$ cat src/rtl/fft_fixed_pkg.sv
// ============================================================================
// Package : fft_fixed_pkg
// Brief   : Shared Q18.18 fixed-point word format and FSM encoding for the
//           FFT arithmetic blocks (divider and butterfly multiplier).
// Rev     : 1.0 - initial release
// ============================================================================
`default_nettype none

package fft_fixed_pkg;

    localparam int WORD_SIZE = 37;
    localparam int HALF_SIZE = 18;
    localparam int ITER      = WORD_SIZE - 1 + HALF_SIZE;
    localparam int CNT_W     = 6;

    localparam logic [WORD_SIZE-1:0] FX_MAX_POS = {1'b0, {(WORD_SIZE-1){1'b1}}};

    typedef enum logic [1:0] {
        IDLE = 2'd0,
        CALC = 2'd1,
        DONE = 2'd2
    } state_t;

endpackage

`default_nettype wire

$ cat src/rtl/double_sign_div_if.sv
// ============================================================================
// Interface : double_sign_div_if
// Brief     : Operand/result valid-ready bus of the fixed-point divider.
// Rev       : 1.0 - initial release
// ============================================================================
`default_nettype none

interface double_sign_div_if;
    import fft_fixed_pkg::*;

    logic                 in_valid;
    logic                 in_ready;
    logic [WORD_SIZE-1:0] A;
    logic [WORD_SIZE-1:0] B;
    logic                 out_valid;
    logic                 out_ready;
    logic [WORD_SIZE-1:0] C;
    logic                 div_zero;
    logic                 overflow;

    modport master (
        output in_valid, A, B, out_ready,
        input  in_ready, out_valid, C, div_zero, overflow
    );

    modport slave (
        input  in_valid, A, B, out_ready,
        output in_ready, out_valid, C, div_zero, overflow
    );

endinterface

`default_nettype wire

$ cat src/rtl/fx_sign_mag.sv
// ============================================================================
// Module : fx_sign_mag
// Brief  : Two's complement <-> sign/magnitude conversion by conditional
//          negation; the full word width keeps -2^(W-1) exact as a magnitude.
// Rev    : 1.0 - initial release
// ============================================================================
`default_nettype none

module fx_sign_mag
    import fft_fixed_pkg::*;
(
    input  logic                 neg,
    input  logic [WORD_SIZE-1:0] value_in,
    output logic [WORD_SIZE-1:0] value_out
);

    assign value_out = neg ? -value_in : value_in;

endmodule

`default_nettype wire

$ cat src/rtl/double_sign_div.sv
// ============================================================================
// Module : double_sign_div
// Brief  : Iterative restoring signed Q18.18 divider, one quotient bit per
//          clock, with divide-by-zero and overflow saturation.
// Rev    : 1.0 - initial release
// ============================================================================
`default_nettype none

module double_sign_div
    import fft_fixed_pkg::*;
(
    input  logic             clk,
    input  logic             rst,
    double_sign_div_if.slave bus
);

    state_t               r_state;
    state_t               w_state_next;

    logic                 r_sign_q;
    logic [WORD_SIZE-1:0] r_mag_b;
    logic [ITER:0]        r_num;
    logic [WORD_SIZE-1:0] r_rem;
    logic [ITER-1:0]      r_quot;
    logic [CNT_W-1:0]     r_cnt;
    logic [WORD_SIZE-1:0] r_c;
    logic                 r_div_zero;
    logic                 r_overflow;

    logic [WORD_SIZE-1:0] w_mag_a;
    logic [WORD_SIZE-1:0] w_mag_b;
    logic                 w_accept;
    logic                 w_b_zero;
    logic                 w_last;
    logic [WORD_SIZE:0]   w_rem_shift;
    logic                 w_ge;
    logic [WORD_SIZE-1:0] w_rem_diff;
    logic [ITER:0]        w_quot_fin;
    logic                 w_ovf;
    logic                 w_res_neg;
    logic [WORD_SIZE-1:0] w_res_mag;
    logic [WORD_SIZE-1:0] w_res_c;

    fx_sign_mag u_mag_a (
        .neg       (bus.A[WORD_SIZE-1]),
        .value_in  (bus.A),
        .value_out (w_mag_a)
    );

    fx_sign_mag u_mag_b (
        .neg       (bus.B[WORD_SIZE-1]),
        .value_in  (bus.B),
        .value_out (w_mag_b)
    );

    assign w_accept = bus.in_valid && (r_state == IDLE);
    assign w_b_zero = (bus.B == '0);
    assign w_last   = (r_cnt == '0);

    // Restoring step; remainder stays below magB, so the low WORD_SIZE bits
    // of the difference are exact.
    assign w_rem_shift = {r_rem, r_num[ITER]};
    assign w_ge        = (w_rem_shift >= {1'b0, r_mag_b});
    assign w_rem_diff  = w_rem_shift[WORD_SIZE-1:0] - r_mag_b;
    assign w_quot_fin  = {r_quot, w_ge};
    assign w_ovf       = |w_quot_fin[ITER:WORD_SIZE-1];

    // In IDLE the result path serves the divide-by-zero case directly.
    always_comb begin
        w_res_neg = r_sign_q;
        w_res_mag = w_ovf ? FX_MAX_POS : {1'b0, w_quot_fin[WORD_SIZE-2:0]};
        if (r_state == IDLE) begin
            w_res_neg = bus.A[WORD_SIZE-1];
            w_res_mag = FX_MAX_POS;
        end
    end

    fx_sign_mag u_result (
        .neg       (w_res_neg),
        .value_in  (w_res_mag),
        .value_out (w_res_c)
    );

    always_ff @(posedge clk or posedge rst) begin
        if (rst) begin
            r_state <= IDLE;
        end else begin
            r_state <= w_state_next;
        end
    end

    always_comb begin
        w_state_next = r_state;
        case (r_state)
            IDLE: begin
                if (bus.in_valid) begin
                    w_state_next = w_b_zero ? DONE : CALC;
                end
            end
            CALC: begin
                if (w_last) begin
                    w_state_next = DONE;
                end
            end
            DONE: begin
                if (bus.out_ready) begin
                    w_state_next = IDLE;
                end
            end
            default: w_state_next = IDLE;
        endcase
    end

    always_comb begin
        bus.in_ready  = (r_state == IDLE);
        bus.out_valid = (r_state == DONE);
        bus.C         = r_c;
        bus.div_zero  = r_div_zero;
        bus.overflow  = r_overflow;
    end

    always_ff @(posedge clk or posedge rst) begin
        if (rst) begin
            r_sign_q   <= 1'b0;
            r_mag_b    <= '0;
            r_num      <= '0;
            r_rem      <= '0;
            r_quot     <= '0;
            r_cnt      <= '0;
            r_c        <= '0;
            r_div_zero <= 1'b0;
            r_overflow <= 1'b0;
        end else if (w_accept) begin
            r_sign_q   <= bus.A[WORD_SIZE-1] ^ bus.B[WORD_SIZE-1];
            r_mag_b    <= w_mag_b;
            r_num      <= {w_mag_a, {HALF_SIZE{1'b0}}};
            r_rem      <= '0;
            r_quot     <= '0;
            r_cnt      <= CNT_W'(ITER);
            r_div_zero <= w_b_zero;
            r_overflow <= 1'b0;
            if (w_b_zero) begin
                r_c <= w_res_c;
            end
        end else if (r_state == CALC) begin
            r_rem  <= w_ge ? w_rem_diff : w_rem_shift[WORD_SIZE-1:0];
            r_num  <= {r_num[ITER-1:0], 1'b0};
            r_quot <= w_quot_fin[ITER-1:0];
            r_cnt  <= r_cnt - CNT_W'(1);
            if (w_last) begin
                r_c        <= w_res_c;
                r_overflow <= w_ovf;
            end
        end
    end

endmodule

`default_nettype wire

$ cat src/flat_wrapper.sv
// flat-port wrapper written by rule: the top's interface ports become plain ports
module double_sign_div_flat import fft_fixed_pkg::*;
  (clk, rst, bus_in_valid, bus_A, bus_B, bus_out_ready, bus_in_ready, bus_out_valid, bus_C, bus_div_zero, bus_overflow);
  double_sign_div_if bus_i ();
  input  logic clk;
  input  logic rst;
  input wire logic [$bits(bus_i.in_valid)-1:0] bus_in_valid;
  input wire logic [$bits(bus_i.A)-1:0] bus_A;
  input wire logic [$bits(bus_i.B)-1:0] bus_B;
  input wire logic [$bits(bus_i.out_ready)-1:0] bus_out_ready;
  output wire logic [$bits(bus_i.in_ready)-1:0] bus_in_ready;
  output wire logic [$bits(bus_i.out_valid)-1:0] bus_out_valid;
  output wire logic [$bits(bus_i.C)-1:0] bus_C;
  output wire logic [$bits(bus_i.div_zero)-1:0] bus_div_zero;
  output wire logic [$bits(bus_i.overflow)-1:0] bus_overflow;
  assign bus_i.in_valid = bus_in_valid;
  assign bus_i.A = bus_A;
  assign bus_i.B = bus_B;
  assign bus_i.out_ready = bus_out_ready;
  assign bus_in_ready = bus_i.in_ready;
  assign bus_out_valid = bus_i.out_valid;
  assign bus_C = bus_i.C;
  assign bus_div_zero = bus_i.div_zero;
  assign bus_overflow = bus_i.overflow;
  double_sign_div u_core (.clk(clk), .rst(rst), .bus(bus_i));
endmodule
$ cat config.mk
export PLATFORM = sky130hd
export DESIGN_NAME = double_sign_div_flat
export DESIGN_NICKNAME = d
export VERILOG_FILES = /design/src/rtl/fft_fixed_pkg.sv /design/src/rtl/double_sign_div_if.sv /design/src/rtl/fx_sign_mag.sv /design/src/rtl/double_sign_div.sv /design/src/flat_wrapper.sv
export SDC_FILE = /design/constraint.sdc
export NUM_CORES = 1
export LEC_CHECK = 0
export BUFFER_PORTS_ARGS = -buffer_cell sky130_fd_sc_hd__buf_2
export CAP_MARGIN = 20
export CORE_ASPECT_RATIO = 0.6
export CORE_MARGIN = 4
export CORE_UTILIZATION = 25
export CTS_BUF_LIST = sky130_fd_sc_hd__clkbuf_4
export CTS_CLUSTER_DIAMETER = 40
export DETAILED_ROUTE_END_ITERATION = 16
export SYNTH_ARGS = -nofsm -noshare
export SYNTH_HDL_FRONTEND = slang
export SYNTH_HIERARCHICAL = 1
export SYNTH_SLANG_ARGS = --single-unit
$ cat constraint.sdc
create_clock -name clk -period 10.1 [get_ports clk]
set_input_delay 2.02 -clock clk [delete_from_list [all_inputs] [get_ports clk]]
set_output_delay 2.02 -clock clk [all_outputs]
set_load 0.05 [all_outputs]
==> results.toml <==
[run_status]
status = "finished clean"

[synth]
ys_async_sr_fraction_pct = 100
yosys_warnings = 6
synth_cell_types = 67
ys_seq_elements = 213
synthFlopType = "dfrtp_1"
synthesis.area_um2 = 13600
synth_edf_count = 0
ys_seq_area_share_pct = 39.3
synth_fp_nets = 1587
syn_inst = 1466
syn_area_per_cell_um2 = 9.25

[critical_path]
startpoint_type = "register"
cp.arrival_ns = 2.44
cp-end-kind = "primary output"
crit_required_ns = 8.08
crit_type = "reg2out"
path_max_fanout = 44

[floorplanning]
core_area_um2 = 53100
ios = 119
die_x_um = 309
row_count = 65
die_area_um2 = 58100
die_height_um = 188
start_util_pct = 25.5

[clock_network]
clk_path_buf_depth = 3
clock-sinks = 213
clk_pin_slew_ns = 0.06
htree_num_levels = 2
cts_hold_buf = 0
cts_resized = 0
cts_buffers = 56
post_cts_buffers = 0
cts_root_buffer = "clkbuf_4"
tritoncts = "yes"
clk_latency_ns = 0.74

[power_and_ir_drop]
switchingPower_mw = 0.489
p_int_mw = 1.28
peakVddDrop_uv = 40.4
p_seq_share_pct = 48.4
power_density_nw_per_um2 = 115
p_leak_nw = 6.26
switching_share_pct = 27.6
clkPwrFrac_pct = 41.5
combPwrFrac_pct = 10.2

[timing]
rsz0062_at_grt = "no"
whs_ns = 0.487
setup-tns-final_ns = 0
final-hold-violation-count = 0
finalMaxSlewViolations = 0
tightest_slew_ns = 1.06
finalCriticalPeriod_ns = 4.46
max_freq_ghz = 0.224
fin_crit_sh_pct = 44.2
setup_viol = 0
skew_ns = 0.0589
slew_headroom_pct = 29.2

[route]
routed_wl_um = 37800
drtIter0Drc = 875
drc_errors = 0
routedWlPerCell_um = 16.4
ant_nets = 0
dr.pass1.iters = 5
vias = 11500
vias_per_cell = 4.97

[grt]
grt.total_usage_pct = 12.7
grt_pass1_vias = 11000
antenna_found_initial = 4
grt-ovfl-total = 0
grt_pass1_wl_um = 60500
grt_start_max_net_pins = 122

[finish]
layout-drive-gt1-share_pct = 19.1
area_delta_synth_final_pct = 13.8
final_cells = 2307
final_common_cell = "dfrtp_1"
mostFrequentLayoutCells = "dfrtp_1 (213), o21ai_0 (145), nand2_1 (136)"
final_core_util_pct = 29.0
final_nets = 1683

[place]
place.gp.congestion = 0.860
portBuffers = 118
dp_cells = 2207
hpwl_um = 25900

[min_path]
worstHoldPathType = "reg2reg"

[flow_run]
drv_cap = 0
==> through the flow <==
stage	total power, mW	setup slack [ns]	instance area (um^2)
after floorplan	0.993	2.26	13600
after global placement	1.05	5.78	14700
after detailed placement	1.06	5.68	14700
after CTS	1.82	5.53	15400
after global routing	1.88	5.45	15400
final	1.77	5.64	15400
==> metal layers <==
metal  part of all wire [%]  vias up  track usage, %  wire [um]
li1                       -     5540               -          -
met1                     50     5593            18.5      19100
met2                     42      266            18.6      15800
met3                    5.7       68            3.12       2140
met4                    2.0        2            3.15        764
met5                  0.045        -               0         17
==> power by group through the flow <==
| stage | registers [mW] | logic, mW | clock network [mW] |
|---|---|---|---|
| final | 0.857 | 0.181 | 0.735 |
| after global routing | 0.856 | 0.203 | 0.824 |
| after CTS | 0.857 | 0.184 | 0.778 |
| after detailed placement | 0.873 | 0.183 | 0 |
| after global placement | 0.873 | 0.179 | 0 |
| after floorplan | 0.874 | 0.119 | 0 |
==> worst paths after layout <==
check	startpoint	to	slack [ns]	cells after the start
setup / recovery	u_core/r_state[1]	bus_in_ready	5.64	4
hold / removal	u_core/bus.overflow	u_core/bus.overflow	0.49	1
setup reg to reg	u_core/r_num[54]	u_core/bus.C[30]	5.87	18
hold reg to reg	u_core/bus.overflow	u_core/bus.overflow	0.49	1
max in group asynchronous	rst	u_core/r_quot[48]	6.75	4
min in group asynchronous	rst	u_core/r_num[42]	1.44	2
==> cell usage after synthesis, drive strengths merged (15+ instances only) <==
cell | count | area (um^2)
mux2 | 38 | 428
a22o | 69 | 604
nor2 | 49 | 184
a21o | 21 | 158
nor2b | 45 | 282
ha | 42 | 526
nor4 | 15 | 139
clkbuf | 70 | 264
nand3 | 32 | 250
buf | 23 | 139
o21ai | 173 | 866
o31ai | 32 | 240
o41ai | 24 | 312
inv | 54 | 203
nor3 | 20 | 100
or3 | 36 | 225
a21oi | 81 | 420
dfrtp | 213 | 5330
xnor2 | 119 | 1040
a22oi | 36 | 270
nand2 | 136 | 510
xor2 | 16 | 140
==> state kept, by name, indices dropped and copies added (netlist names) <==
| name | flops |
|---|---|
| u_core/bus.div_zero | 1 |
| u_core/r_mag_b | 37 |
| u_core/bus.C | 37 |
| u_core/r_quot | 54 |
| u_core/bus.overflow | 1 |
| u_core/r_rem | 37 |
| u_core/r_state | 2 |
| u_core/r_cnt | 6 |
| u_core/r_num | 37 |
| u_core/r_sign_q | 1 |
==> cell families (layout without fill, tap and decap cells) <==
| logic type | after synthesis | count (layout) | synth area share [%] |
|---|---|---|---|
| AOI/OAI and AO/OA | 484 | 484 | 24.1 |
| and+or+nand+nor | 404 | 404 | 16.1 |
| DFF | 213 | 213 | 39.3 |
| buffers and inverters | 147 | 281 | 4.47 |
| xor gates and xnor gates | 135 | 135 | 8.72 |
| adders and majority gates | 43 | 43 | 4.02 |
| muxes | 39 | 39 | 3.23 |
| other | 1 | 5 | 0.0277 |
==> worst max-delay path, cell delays in order (launching register included) <==
cell	delay, ns
dfrtp_1	0.36
buf_4	0.30
nor2_2	0.29
buf_4	0.39
buf_2	0.35
==> cell type report <==
cell class	count	area [um^2]
Clock inverter	17	73.8
Tap cell	703	880
Clock buffer	79	593
Antenna cell	4	10.0
Timing Repair Buffer	131	688
Fill cell	5627	37700
Inverter	54	210
Sequential cell	213	5330
Multi-Input combinational cell	1106	7640
Note: power is estimated with default switching activity, not from simulation.
